**config.mk**
```make
export PLATFORM = sky130hd
export DESIGN_NAME = result_tx_encoder
export DESIGN_NICKNAME = d
export VERILOG_FILES = /design/src/rtl/result_tx_encoder.sv
export SDC_FILE = /design/constraint.sdc
export NUM_CORES = 1
export LEC_CHECK = 0
export CORE_MARGIN = 8
export CORE_UTILIZATION = 40
export CTS_BUF_LIST = sky130_fd_sc_hd__clkbuf_2
export DETAILED_ROUTE_END_ITERATION = 10
export GPL_TIMING_DRIVEN = 0
export MAX_ROUTING_LAYER = met4
export PLACE_DENSITY = 0.7
export SETUP_SLACK_MARGIN = 0.5
export SYNTH_ARGS = -nofsm -noshare
export SYNTH_HDL_FRONTEND = slang
export SYNTH_SLANG_ARGS = --single-unit
```
**constraint.sdc**
```tcl
create_clock -name clk -period 3.19 [get_ports clk]
set_input_delay 0.638 -clock clk [delete_from_list [all_inputs] [get_ports clk]]
set_output_delay 0.638 -clock clk [all_outputs]
set_load 0.01 [all_outputs]
```
**src/rtl/result_tx_encoder.sv**
```systemverilog
// result_tx_encoder
//   Return path of the UART coprocessor link. Takes one coprocessor result word,
//   sends it as ASCII hex digits (most significant nibble first), then sends a
//   terminator byte. Bytes are handed to uart_tx one at a time through a
//   start/busy handshake.
//
// Ports
//   clk           system clock, rising edge
//   rst           asynchronous reset, active low
//   result_data   coprocessor result word
//   result_valid  1-cycle strobe qualifying result_data
//   tx_busy       uart_tx busy, high from the cycle after tx_start until byte done
//   tx_data       byte presented to uart_tx, held while a byte is in flight
//   tx_start      1-cycle pulse, uart_tx loads tx_data
//   encoder_busy  high from result capture until the terminator has completed
//   overrun       sticky, a result arrived while busy; cleared by the next accepted result
//
// DATA_WIDTH must be a multiple of 4.
//
// state        | meaning
// -------------+-----------------------------------------------------------
// S_IDLE       | waiting for result_valid
// S_LOAD       | present ASCII of the top nibble on tx_data
// S_START      | pulse tx_start once uart_tx is free
// S_HOLD       | one cycle for uart_tx to raise busy; shift to next nibble
// S_WAIT       | wait for the digit to finish, then next digit or terminator
// S_TERM_START | pulse tx_start for the terminator once uart_tx is free
// S_TERM_HOLD  | one cycle for uart_tx to raise busy
// S_TERM_WAIT  | wait for the terminator to finish, then release encoder_busy

module result_tx_encoder #(
  parameter int         DATA_WIDTH = 16,
  parameter logic [7:0] TERMINATOR = 8'h0A,
  parameter bit         UPPERCASE  = 1'b1
) (
  input  logic                  clk,
  input  logic                  rst,
  input  logic [DATA_WIDTH-1:0] result_data,
  input  logic                  result_valid,
  input  logic                  tx_busy,
  output logic [7:0]            tx_data,
  output logic                  tx_start,
  output logic                  encoder_busy,
  output logic                  overrun
);

  localparam int NDIG = DATA_WIDTH / 4;
  localparam int CW   = $clog2(NDIG + 1);

  typedef enum logic [2:0] {
    S_IDLE,
    S_LOAD,
    S_START,
    S_HOLD,
    S_WAIT,
    S_TERM_START,
    S_TERM_HOLD,
    S_TERM_WAIT
  } state_e;

  state_e                state_q, state_d;
  logic [DATA_WIDTH-1:0] shift_q, shift_d;
  logic [CW-1:0]         cnt_q, cnt_d;
  logic [7:0]            tx_data_q, tx_data_d;
  logic                  busy_q, busy_d;
  logic                  overrun_q, overrun_d;

  function automatic logic [7:0] hex_ascii(input logic [3:0] n);
    if (n < 4'd10)
      return 8'h30 + {4'h0, n};
    else if (UPPERCASE)
      return 8'h37 + {4'h0, n};
    else
      return 8'h57 + {4'h0, n};
  endfunction

  always_ff @(posedge clk or negedge rst) begin
    if (!rst) begin
      state_q   <= S_IDLE;
      shift_q   <= '0;
      cnt_q     <= '0;
      tx_data_q <= 8'h00;
      busy_q    <= 1'b0;
      overrun_q <= 1'b0;
    end else begin
      state_q   <= state_d;
      shift_q   <= shift_d;
      cnt_q     <= cnt_d;
      tx_data_q <= tx_data_d;
      busy_q    <= busy_d;
      overrun_q <= overrun_d;
    end
  end

  always_comb begin
    state_d   = state_q;
    shift_d   = shift_q;
    cnt_d     = cnt_q;
    tx_data_d = tx_data_q;
    busy_d    = busy_q;
    overrun_d = overrun_q;

    // busy_q is still high during the last TERM_WAIT cycle, so a result
    // arriving on that cycle is dropped as well.
    if (result_valid && busy_q)
      overrun_d = 1'b1;

    case (state_q)
      S_IDLE: begin
        if (result_valid) begin
          shift_d   = result_data;
          cnt_d     = CW'(NDIG);
          busy_d    = 1'b1;
          overrun_d = 1'b0;
          state_d   = S_LOAD;
        end
      end
      S_LOAD: begin
        tx_data_d = hex_ascii(shift_q[DATA_WIDTH-1 -: 4]);
        state_d   = S_START;
      end
      S_START: begin
        if (!tx_busy)
          state_d = S_HOLD;
      end
      S_HOLD: begin
        // tx_busy is not yet valid here; uart_tx raises it one cycle after tx_start.
        shift_d = shift_q << 4;
        cnt_d   = cnt_q - 1'b1;
        state_d = S_WAIT;
      end
      S_WAIT: begin
        if (!tx_busy) begin
          if (cnt_q != '0) begin
            state_d = S_LOAD;
          end else begin
            tx_data_d = TERMINATOR;
            state_d   = S_TERM_START;
          end
        end
      end
      S_TERM_START: begin
        if (!tx_busy)
          state_d = S_TERM_HOLD;
      end
      S_TERM_HOLD: begin
        state_d = S_TERM_WAIT;
      end
      S_TERM_WAIT: begin
        if (!tx_busy) begin
          busy_d  = 1'b0;
          state_d = S_IDLE;
        end
      end
      default: begin
        state_d = S_IDLE;
      end
    endcase
  end

  always_comb begin
    tx_start = 1'b0;
    if ((state_q == S_START || state_q == S_TERM_START) && !tx_busy)
      tx_start = 1'b1;
  end

  assign tx_data      = tx_data_q;
  assign encoder_busy = busy_q;
  assign overrun      = overrun_q;

endmodule

```
After elaboration in Yosys (flattened, before gate mapping)
Index checks and enable logic that the tools add are counted.
{"block": "totals", "ff_bits": 32, "input_bits": 20, "output_inout_bits": 11, "elab_cells": 58}
{"block": "classes", "addsub": 3, "order_cmp": 1, "eq_ne": 13, "muxes": 22, "n_reduce_logical": 13}
{"op": "16-bit case mux with 2 select lines", "n": 1}
{"op": "3-bit case mux with 8 select lines", "n": 1}
{"op": "3-bit 2-to-1 mux", "n": 7}
{"op": "16-bit 2-to-1 mux", "n": 1}
{"op": "8-bit 2-to-1 mux", "n": 2}
{"op": "8-bit case mux with 2 select lines", "n": 1}
{"op": "6-bit by 4-bit adder with 7-bit output (first input constant)", "n": 2}
{"op": "3-bit equality test (second input constant)", "n": 4}
{"op": "2-bit != test (second input constant)", "n": 6}
{"op": "7-bit 2-to-1 mux", "n": 1}
{"op": "3-bit by 2-bit equality test with 1-bit output (second input constant)", "n": 2}
{"op": "1-bit 2-to-1 mux", "n": 6}
{"op": "3-bit case mux with 2 select lines", "n": 1}
{"op": "3-bit AND reduction", "n": 2}
{"op": "2-bit nonzero test", "n": 3}
{"op": "5-bit AND reduction", "n": 1}
{"op": "4-bit < comparator (second input constant)", "n": 1}
{"op": "3-bit by 1-bit equality test with 1-bit output (second input constant)", "n": 1}
{"op": "3-bit logical NOT", "n": 1}
{"op": "3-bit nonzero test", "n": 1}
{"op": "3-bit by 1-bit subtractor with 3-bit output (second input constant)", "n": 1}
{"op": "1-bit logical AND", "n": 2}
{"op": "1-bit case mux with 2 select lines", "n": 1}
{"op": "2-bit AND reduction", "n": 1}
{"op": "other kinds (2)", "n": 2}

Depth between registers and ports, before layout
Gate-level depths: netlist (run 1).
{"block": "depth", "word_depth": 4, "mapped_depth": 6, "ltp_nobuf": 5}

Worst setup path before layout (run 1)
No wires, ideal clock.
{"block": "synth_timing", "kind": "register to output", "from": "reg state_q[1]", "to": "out tx_start", "t_arrival_ns": 0.946, "t_required_ns": 2.552, "slack_ns": 1.606, "path_stages_with_launch": 5, "path_buffers": 1, "path_cell_list": "dfrtp_1 > buf_2 > and3b_1 > a21oi_1 > nor2_1"}
{"block": "synth_between", "elab_chain_cells": 4, "word_cells_on_any_way": 5, "classes_between": "eq/ne (2); mux (1); reduce/logical (2)"}
{"item": "start, declared", "line": "61", "rtl": "state_e state_q, state_d;"}
{"item": "start signal, assigned", "line": "86", "rtl": "state_q <= state_d;"}
{"item": "3-bit by 2-bit equality test with 1-bit output / 3-bit equality test (equally long branches)", "line": "163", "rtl": "if ((state_q == S_START || state_q == S_TERM_START) && !tx_busy)"}
{"item": "1-bit logical OR *", "line": "163"}
{"item": "1-bit logical AND *", "line": "163"}
{"item": "1-bit 2-to-1 mux *", "line": "163"}
{"item": "end, declared", "line": "42", "rtl": "output logic tx_start,"}
Every way passes the cells marked *; elsewhere a longest branch is shown, timed or not.

Worst setup path in the final report (run 1)
{"block": "layout_timing", "from": "reg state_q[2]", "to": "out tx_start"}
Same word-level chain as after synthesis.

==> summary.md, run 1 <==
| Metric | Value |
|---|---|
| Status | finished clean |
| Nets@finish | 209 |
| Antenna violations before repair | 0 |
| Hpwl dp | 2390 um |
| Fmax | 0.393 GHz |
| CTS sink count | 31 |
| Grt total ovfl | 0 |
| EDFF count, synth | 0 |
| Required time of the critical path | 2.55 ns |
| Critical Path AT | 1.90 ns |
| Area occupied by multi-input gates | 633 um2 |
| Syn-to-layout area delta | 25.2% |
| Yosys warning total | 0 |
| Synth area leaders | dfrtp_1 (50%), a221oi_2 (4.8%), inv_1 (4.4%) |
| Global Route met3 Usage | 3.99% |
| Die area | 0.00613 mm2 |
| Final setup violation count | 0 |
| Top cell type's share of synthesized area | 50.0% |
| Avg Cell Area, Syn | 10.5 um2 |
| Fin crit period | 2.54 ns |
| Clk root buf | clkbuf_2 |
| Clock slew at reported path FFs | 0.14 ns |
| Synth Cell Area | 0.00155 mm2 |
| Grt peak-use layer | met2 |
| Critical Path Max Stage Delay | 0.56 ns |
| Final Max Slew Viols | 0 |
| Syn_nets | 171 |
| Commonest non-fill, non-tap cell in the layout | dfrtp_1 |
| GRT met1 Usage | 14.5% |
| Filler cell count | 356 |
| Post-route DRC | 0 |
| Total CTS buffers | 5 |
| CP Launch Type | flip-flop |
| Synth async-reset ratio | 100% |
| Worst-Skew Late Latency | 0.35 ns |
| H-tree depth | 2 |
| Pre-CTS WS | 0.711 ns |
| DRT Pass-1 Iters | 4 |
| Critical path peak fanout | 10 |
| Final period utilization | 79.7% |
| Die height | 78.3 um |
| Max-cap violations | 0 |
| Crit. End Element | output port |
| WP depth | 5 |
| Worst path bufs/invs | 2 |
| Vias | 1193 |
| GR Layer Usage met2 | 18.6% |
| Synth unique cells | 33 |
| Worst r2r src | state_q[0]$_DFFE_PN0P_ |
| Routed Antenna Nets | 0 |
| Worst path cell trace | buf_2 -> nor2b_1 -> a21oi_1 -> nor2_1 -> clkdlybuf4s50_1 |
| PwrDens | 926 mW/mm2 |
| CTS tree | done |
| Site row count | 22 |
| Rel. slew slack | 54.6% |
| Initial DRC Count | 58 |
| Ports | 31 |
| Antenna Cells | 0 |
| Layout cells sized above 1 | 14.1% |
| Vias in the first global route | 1255 |
| Global-route wire length before repair | 5930 um |
| Crit. Startpoint | state_q[2]$_DFFE_PN0P_ |
| Final TNS setup | 0 ns |
| Total Wirelength | 3260 um |
| Resize count post-CTS | 0 |
| Leak | 0.879 nW |
| Routability cong. | 0.781 |
| Slowest cell on crit path | clkdlybuf4s50_1 |
| Hold Slack | 0.303 ns |
| Routed WL per cell | 14.0 um |
| PnR worst setup slack | 0.648 ns |
| Mapped Cells | 148 |
| Sequential share of the synthesized area | 50.0% |
| Synth Register Bits | 31 |
| Port buffer count | 29 |
| Top_reg_cell synth | dfrtp_1 |
| CP delay by family, top | buffers and inverters |
| R2R cell count | 4 |
| Tot GR Track Use | 12.2% |
| CP Class | flip-flop to output port |
| Actual slew at the worst max-slew pin | 0.681 ns |
| Post-synth top area cell | dfrtp_1 |
| Final Hold Fails | 0 |
| Worst min path class | primary input to asynchronous set/reset pin |
| Largest net degree at the start of global routing | 32 |
| Core area | 0.00369 mm2 |
| Skew final | 0.00674 ns |
| RSZ-0062 raised after global routing | false |
| Die X | 78.3 um |
| Initial core utilization | 42.1% |
| CTS Buffer Depth | 2 |
| Max VDD drop | 0.370 mV |
| Flip-flop and latch area | 776 um2 |
| Drt via density | 5.12 |
| Most frequent cells in the layout | dfrtp_1 (31), clkdlybuf4s50_1 (28), inv_1 (18), nand2_1 (9) |
-- worst paths after layout --
path	end	slack (ns)
setup / recovery	tx_start	0.65
hold / removal	tx_data[5]$_DFFE_PN0P_	0.30
setup reg to reg	cnt_q[1]$_DFFE_PN0P_	1.60
hold reg to reg	cnt_q[0]$_DFFE_PN0P_	0.50
max in group asynchronous	cnt_q[1]$_DFFE_PN0P_	2.44
min in group clk	cnt_q[0]$_DFFE_PN0P_	0.50
-- metal layers --
metal / vias up / routed length [um] / share of wire, %
met5: - / 0 / 0
met3: 6 / 182 / 5.6
met1: 563 / 1450 / 45
li1: 598 / - / -
met4: 0 / 56 / 1.7
met2: 26 / 1570 / 48
-- state kept, by name, summed over array words and instances, names as in the netlist --
signal / cells
tx_data: 7
overrun: 1
encoder_busy: 1
state_q: 3
cnt_q: 3
shift_q: 16
-- worst register-to-register path, stage by stage (launching register included) --
cell and delay [ns]:
dfrtp_1 0.40, buf_6 0.14, nor4b_4 0.42, nand2b_1 0.36
o22ai_1 0.15
-- cell type report --
class | instances | share of cell area, %
flip-flops and latches | 31 | 39.9
multi-input cells | 89 | 32.6
repair buffers | 31 | 15.5
plain buffers | 10 | 3.87
inverters | 18 | 3.48
well taps | 48 | 3.09
clock buffers | 6 | 1.55
-- report_power, final --
| part | leakage (nW) | internal, mW | switching, mW | total (mW) |
|---|---|---|---|---|
| sequential | 0.370 | 0.581 | 0.115 | 0.696 |
| combinational | 0.485 | 0.469 | 0.467 | 0.936 |
| clock | 0.0249 | 0.0495 | 0.118 | 0.167 |
-- timing repair --
item | 4_1_cts | 5_1_grt
hold buffers | 0 | 0
setup endpoints to repair | 0 | 1
setup buffers | 0 | 2
-- Yosys cell counts, types with 4 or more instances --
master and count:
nand2_1 9, a22oi_1 6, a21oi_1 8, dfrtp_1 31, a22o_1 4, o21ai_0 8, nor2_1 6, nor3_1 5
inv_1 18, a221oi_2 5, o22ai_1 7
-- through the flow --
| step | power (mW) | cell area, um2 | utilization [%] | std cells |
|---|---|---|---|---|
| finish | 1.80 | 1940 | 52.6 | 233 |
| global route | 1.97 | 1940 | 52.6 | 233 |
| CTS | 1.80 | 1930 | 52.4 | 231 |
| detailed placement | 1.63 | 1900 | 51.6 | 225 |
| global placement | 1.59 | 1900 | 51.6 | 225 |
| floorplan | 1.33 | 1550 | - | 148 |
-- cell families (layout without fill, tap and decap cells) --
family,Yosys count,in the layout,share of synthesized area (%)
buffers and inverters,28,65,9.19
multiplexers,1,1,0.645
XOR/XNOR,2,2,1.13
AND/OR/NAND/NOR,35,35,13.7
other,1,1,0.242
adder cells (fa/ha/maj),3,3,2.42
flip-flops,31,31,50.0
AO/OA/AOI/OAI,47,47,22.7
(Power assumes the default switching activity.)
==> run 2, diff against run 1 <==
==> constraint.sdc (replaced) <==
create_clock -name clk -period 2.4 [get_ports clk]
set_input_delay 0.48 -clock clk [delete_from_list [all_inputs] [get_ports clk]]
set_output_delay 0.48 -clock clk [all_outputs]
set_load 0.01 [all_outputs]
==> run 2 against run 1 <==
Effect of this change: count of clock-buffer cells in the layout unchanged; cell count grew 0.43%; register-to-register slack got worse by 0.81 ns; setup slack worse by 0.13 ns; critical path depth did not move; first-iteration DRC count decreased by 14%; clock power increased by 35%; critical path type unchanged; critical endpoint unchanged.
==> summary.md, run 2 (synthesis results as in run 1) <==
| Metric | Value |
|---|---|
| Final core occ | 53.1% (+0.47 points) |
| Grt total ovfl | 0 (unchanged) |
| Cells after DPL | 225 (unchanged) |
| DRT Pass-1 Iters | 4 (unchanged) |
| Crit. Startpoint | state_q[1]$_DFFE_PN0P_ |
| Fin crit period | 1.89 ns |
| Clk root buf | clkbuf_2 |
| Site row count | 22 (unchanged) |
| Max FFs per register | 16 (unchanged) |
| Worst path bufs/invs | 2 (unchanged) |
| Most frequent cells in the layout | dfrtp_1 (31), clkdlybuf4s50_1 (27), inv_1 (18), nand2_1 (9) |
| Critical Path AT | 1.41 ns (-0.49 ns) |
| Switching part of the total power | 38.7% (-0.20 points) |
| Post-route DRC | 0 (unchanged) |
| Area occupied by multi-input gates | 636 um2 (+0.40%) |
| Pint | 1.49 mW (+35%) |
| Hpwl dp | 2390 um (unchanged) |
| PwrDens | 1240 mW/mm2 (+34%) |
| Final TNS setup | 0 ns (unchanged) |
| Rel. slew slack | 54.1% (-0.43 points) |
| Max-cap violations | 0 (unchanged) |
| Drt via density | 5.12 (about the same) |
| Clock Power Share | 9.3% (about the same) |
| CTS tree | done |
| Ports | 31 (unchanged) |
| Initial core utilization | 42.1% (unchanged) |
| WP depth | 5 (unchanged) |
| Power share of the sequential group | 38.2% (-0.5 points) |
| Required time of the critical path | 1.92 ns (-0.63 ns) |
| Hold_buf cts | 0 (unchanged) |
| Commonest non-fill, non-tap cell in the layout | dfrtp_1 |
| Crit. End Element | output port |
| Die height | 78.3 um (unchanged) |
| CTS Buffer Depth | 2 (unchanged) |
| Status | finished clean |
| Worst r2r src | state_q[1]$_DFFE_PN0P_ |
| Critical Path Max Stage Delay | 0.43 ns (-0.13 ns) |
| Initial DRC Count | 50 (-14%) |
| Hold Slack | 0.137 ns (-0.166 ns) |
| Total CTS buffers | 5 (unchanged) |
| Skew final | 0.0120 ns (+0.00530 ns) |
| Port buffer count | 29 (unchanged) |
| Vias | 1197 (+0.34%) |
| Final Max Slew Viols | 0 (unchanged) |
| Tot GR Track Use | 12.3% (+0.073 points) |
| H-tree depth | 2 (unchanged) |
| Vias in the first global route | 1274 (+1.5%) |
| CP Launch Type | flip-flop |
| Worst path cell trace | buf_6 -> and3b_1 -> a21oi_1 -> nor2_1 -> buf_2 |
| Most flops, register | shift_q |
| Routability cong. | 0.781 (unchanged) |
| Syn-to-layout area delta | 26.3% |
| Die area | 0.00613 mm2 (unchanged) |
| FF-to-FF End | cnt_q[1]$_DFFE_PN0P_ |
| Layout cells sized above 1 | 15.6% (+1.5 points) |
| Critical path peak fanout | 4 (-6) |
| Actual slew at the worst max-slew pin | 0.688 ns (+0.00645 ns) |
| Antenna Cells | 0 (unchanged) |
| R2R cell count | 4 (unchanged) |
| Leak | 0.890 nW (+1.3%) |
| Total Wirelength | 3270 um (+0.25%) |
| CP delay by family, top | flip-flops |
| Worst setup path endpoint | tx_start |
| Die X | 78.3 um (unchanged) |
| Slowest cell on crit path | dfrtp_1 |
| Flip-flop and latch area | 776 um2 (unchanged) |
| Final Hold Fails | 0 (unchanged) |
| Final setup violation count | 0 (unchanged) |
| Filler cell count | 349 (-2.0%) |
| P_sw | 939 uW (+34%) |
| CP Class | flip-flop to output port |
| Fmax | 0.530 GHz |
| Largest net degree at the start of global routing | 32 (unchanged) |
| Combinational share of power | 52.6% (+0.6 points) |
| Nets@finish | 210 (+0.48%) |
| Clock slew at reported path FFs | 0.15 ns (about the same) |
| Final period utilization | 78.5% |
| Core area | 0.00369 mm2 (unchanged) |
| Worst min path class | primary input to asynchronous set/reset pin |
| Count of non-filler cells in the finished layout | 234 (+0.43%) |
| Routed Antenna Nets | 0 (unchanged) |
| Routed WL per cell | 14.0 um (-0.18%) |
| Antenna violations before repair | 0 (unchanged) |
| Global-route wire length before repair | 5980 um (+0.81%) |
| Reg2reg setup slack | 0.79 ns (-0.81 ns) |
| RSZ-0062 raised after global routing | true |
| CTS sink count | 31 (unchanged) |
| Worst-Skew Late Latency | 0.36 ns (about the same) |
| Max VDD drop | 0.501 mV (+35%) |
-- run 2: changes by cell type in the layout (fill, tap and decap cells not counted), sizes merged --
cell / change
buf: +2
clkdlybuf4s50: -1
-- run 2: how the worst min path moves through the flow --
stage	slack, ns	end	startpoint	depth (start not counted)
after global routing	0.16	tx_data[5]$_DFFE_PN0P_	rst	1
after global placement	0.46	cnt_q[0]$_DFFE_PN0P_	cnt_q[0]$_DFFE_PN0P_	1
final	0.14	tx_data[5]$_DFFE_PN0P_	rst	1
after CTS	0.50	cnt_q[0]$_DFFE_PN0P_	cnt_q[0]$_DFFE_PN0P_	1
after floorplan	0.18	cnt_q[0]$_DFFE_PN0P_	rst	0
after detailed placement	0.48	cnt_q[0]$_DFFE_PN0P_	cnt_q[0]$_DFFE_PN0P_	1
-- run 2: metrics by stage --
stage | power, mW | instance area (um2) | setup WS [ns]
finish | 2.43 | 1960 | 0.515
detailed placement | 2.16 | 1900 | 0.237
global route | 2.66 | 1960 | 0.391
global placement | 2.11 | 1900 | 0.262
CTS | 2.46 | 1960 | 0.491
floorplan | 1.77 | 1550 | 0.974
-- run 2: cell type report --
class	count	share of cell area, %
Inverter	18	3.45
Multi-Input combinational cell	89	32.4
Clock buffer	6	1.53
Buffer	10	4.47
Sequential cell	31	39.6
Timing Repair Buffer	32	15.5
Tap cell	48	3.07
-- run 2: power by group through the flow --
stage               combinational, mW  sequential (mW)  clock (mW)
floorplan                       0.819            0.947           0
global placement                 1.18            0.933           0
detailed placement               1.22            0.945           0
CTS                              1.29            0.924       0.238
global route                     1.43            0.964       0.264
finish                           1.28            0.927       0.225
-- run 2: layer usage --
metal	part of all wire, %	global-route usage, %
met1	45	14.6
met2	47	18.8
met3	5.6	3.99
met4	1.7	5.00
met5	0	-
-- run 2: worst reg2reg max path: cells and delay by family (launching register included) --
family	cells	cell delay [ns]
simple gates	2	0.76
flops	1	0.43
compound gates	1	0.15
buf+inv	1	0.15
-- run 2: timing repair --
item | 4_1_cts | 5_1_grt
cloned | 0 | 0
resized for setup | 9 | 0
pin swaps | 2 | 1
setup buffers | 3 | 0
endpoints found under the setup margin | 1 | 1
==> run 3, diff against run 2 <==
==> constraint.sdc (replaced) <==
create_clock -name clk -period 1.8 [get_ports clk]
set_input_delay 0.36 -clock clk [delete_from_list [all_inputs] [get_ports clk]]
set_output_delay 0.36 -clock clk [all_outputs]
set_load 0.01 [all_outputs]
==> run 3 against run 2 <==
Effect of this change: register-to-register slack got worse by 0.69 ns; cell area increased by 28%; non-clock buffer count increased by 26; power increased by 79%; clock power increased by 49%; flip-flop and latch count unchanged.
==> summary.md, run 3 (synthesis results as in run 1) <==
| Metric | Value |
|---|---|
| Initial DRC Count | 102 (+100%) |
| Die height | 78.3 um (unchanged) |
| Critical Path AT | 1.43 ns (+0.02 ns) |
| Status | finished clean |
| Final setup violation count | 0 (unchanged) |
| Commonest non-fill, non-tap cell in the layout | dfrtp_1 |
| Hpwl dp | 2460 um (+3.0%) |
| Vias | 1361 (+14%) |
| Max VDD drop | 0.747 mV (+49%) |
| Skew final | 0.0243 ns (+0.0123 ns) |
| Crit. End Element | output port |
| P_sw | 1.69 mW (+80%) |
| CTS Buffer Depth | 2 (unchanged) |
| RSZ-0062 raised after global routing | true |
| Antenna violations before repair | 0 (unchanged) |
| CTS tree | done |
| Worst r2r src | state_q[1]$_DFFE_PN0P_ |
| Clk root buf | clkbuf_2 |
| Pint | 2.65 mW (+78%) |
| Nets@finish | 236 (+12%) |
| Most flops, register | shift_q |
| Critical path peak fanout | 3 (-1) |
| H-tree depth | 2 (unchanged) |
| Actual slew at the worst max-slew pin | 0.784 ns (+0.0962 ns) |
| Initial core utilization | 42.1% (unchanged) |
| Fin area | 0.00250 mm2 (+28%) |
| Total CTS buffers | 5 (unchanged) |
| Clock Power Share | 7.7% (-1.6 points) |
| Routed Antenna Nets | 0 (unchanged) |
| Final period utilization | 99.7% |
| Drt via density | 5.19 (+1.5%) |
| Antenna Cells | 0 (unchanged) |
| Tot Pwr | 4.34 mW (+79%) |
| DP Area | 0.00194 mm2 (+2.0%) |
| Worst-Skew Late Latency | 0.39 ns (+0.03 ns) |
| Tot GR Track Use | 14.5% (+2.2 points) |
| Port buffer count | 29 (unchanged) |
| Final Max Slew Viols | 0 (unchanged) |
| Most frequent cells in the layout | dfrtp_1 (30), inv_1 (18), clkdlybuf4s50_1 (18), buf_6 (17), buf_4 (14) |
| Power share of the sequential group | 29.3% (-8.9 points) |
| CTS sink count | 31 (unchanged) |
| PwrDens | 1740 mW/mm2 (+40%) |
| Largest net degree at the start of global routing | 32 (unchanged) |
| FF-to-FF End | tx_data[1]$_DFFE_PN0P_ |
| Grt total ovfl | 0 (unchanged) |
| Crit. Startpoint | state_q[2]$_DFFE_PN0P_ |
| Core area | 0.00369 mm2 (unchanged) |
| R2R cell count | 7 (+3) |
| Fin crit period | 1.79 ns |
| Global-route wire length before repair | 7040 um (+18%) |
| Leak | 1.12 nW (+26%) |
| CP Launch Type | flip-flop |
| Final Hold Fails | 0 (unchanged) |
| Hold Slack | 0.115 ns (-0.0223 ns) |
| Site row count | 22 (unchanged) |
| Switching part of the total power | 38.9% (+0.22 points) |
| Reg2reg setup slack | 0.10 ns (-0.69 ns) |
| Fmax | 0.557 GHz |
| Post-route DRC | 0 (unchanged) |
| Vias in the first global route | 1530 (+20%) |
| DRT Pass-1 Iters | 4 (unchanged) |
| Combinational share of power | 62.9% (+10 points) |
| Max FFs per register | 16 (unchanged) |
| Routability cong. | 0.789 (+1.0%) |
| Die area | 0.00613 mm2 (unchanged) |
| Syn-to-layout area delta | 61.2% |
| CP Class | flip-flop to output port |
| Layout cells sized above 1 | 44.9% (+29 points) |
| Clock slew at reported path FFs | 0.18 ns (+0.03 ns) |
| Rel. slew slack | 47.7% (-6.4 points) |
| Ports | 31 (unchanged) |
| Required time of the critical path | 1.44 ns (-0.48 ns) |
| Worst min path class | primary input to asynchronous set/reset pin |
| Max-cap violations | 0 (unchanged) |
| Total Wirelength | 4190 um (+28%) |
| Routed WL per cell | 16.0 um (+15%) |
| Die X | 78.3 um (unchanged) |
[run 3: power groups by stage]
| stage | Combinational [mW] | Clock (mW) | Sequential [mW] |
|---|---|---|---|
| 2_1_floorplan | 1.18 | 0 | 1.27 |
| 3_3_place_gp | 1.65 | 0 | 1.25 |
| 3_5_place_dp | 1.71 | 0 | 1.27 |
| 4_1_cts | 2.27 | 0.341 | 1.26 |
| 5_1_grt | 2.94 | 0.377 | 1.32 |
| 6_report | 2.73 | 0.336 | 1.27 |
[run 3: per-stage QoR]
step | setup WS, ns | util (%) | std cells | setup TNS (ns)
final | 0.00624 | 67.8 | 262 | 0
after floorplan | 0.466 | - | 148 | 0
after global routing | -0.0624 | 67.8 | 262 | -0.0624
after global placement | -0.187 | 52.6 | 225 | -6.12
after CTS | 0.0106 | 62.3 | 251 | 0
after detailed placement | -0.213 | 52.6 | 225 | -7.00
[run 3: critical path: stages, from the launching register on]
cell and delay (ns):
dfrtp_2 0.46, buf_6 0.13, and3b_1 0.16, a21oi_2 0.11
nor2_1 0.05, buf_2 0.14
[run 3: repair_timing]
item / CTS / global route
cloned: 4 / 0
setup buffers: 14 / 11
hold buffers: 0 / 0
endpoints found under the setup margin: 68 / 39
resized for setup: 77 / 27
pin swaps: 14 / 19
[run 3: how the worst max path moves through the flow]
stage | slack, ns | end
floorplan | 0.47 | shift_q[10]$_DFFE_PN0P_
finish | 0.006 | tx_start
global route | -0.06 | tx_start
global placement | -0.19 | shift_q[5]$_DFFE_PN0P_
detailed placement | -0.21 | shift_q[1]$_DFFE_PN0P_
CTS | 0.01 | tx_start
[run 3: layout make-up]
class                           count  area (um2)
Buffer                             10         124
Clock inverter                      2        7.51
Timing Repair Buffer               58         612
Sequential cell                    31         777
Multi-Input combinational cell     89         823
Inverter                           18        67.6
Tap cell                           48        60.1
Fill cell                         275        1190
Clock buffer                        6        30.0
[run 3: metal layers]
layer / part of all wire, % / track usage [%] / up-vias
met4: 1.9 / 6.85 / 0
met3: 4.7 / 4.33 / 10
met2: 52 / 24.3 / 30
met5: 0 / - / -
met1: 42 / 15.3 / 666
li1: - / - / 655
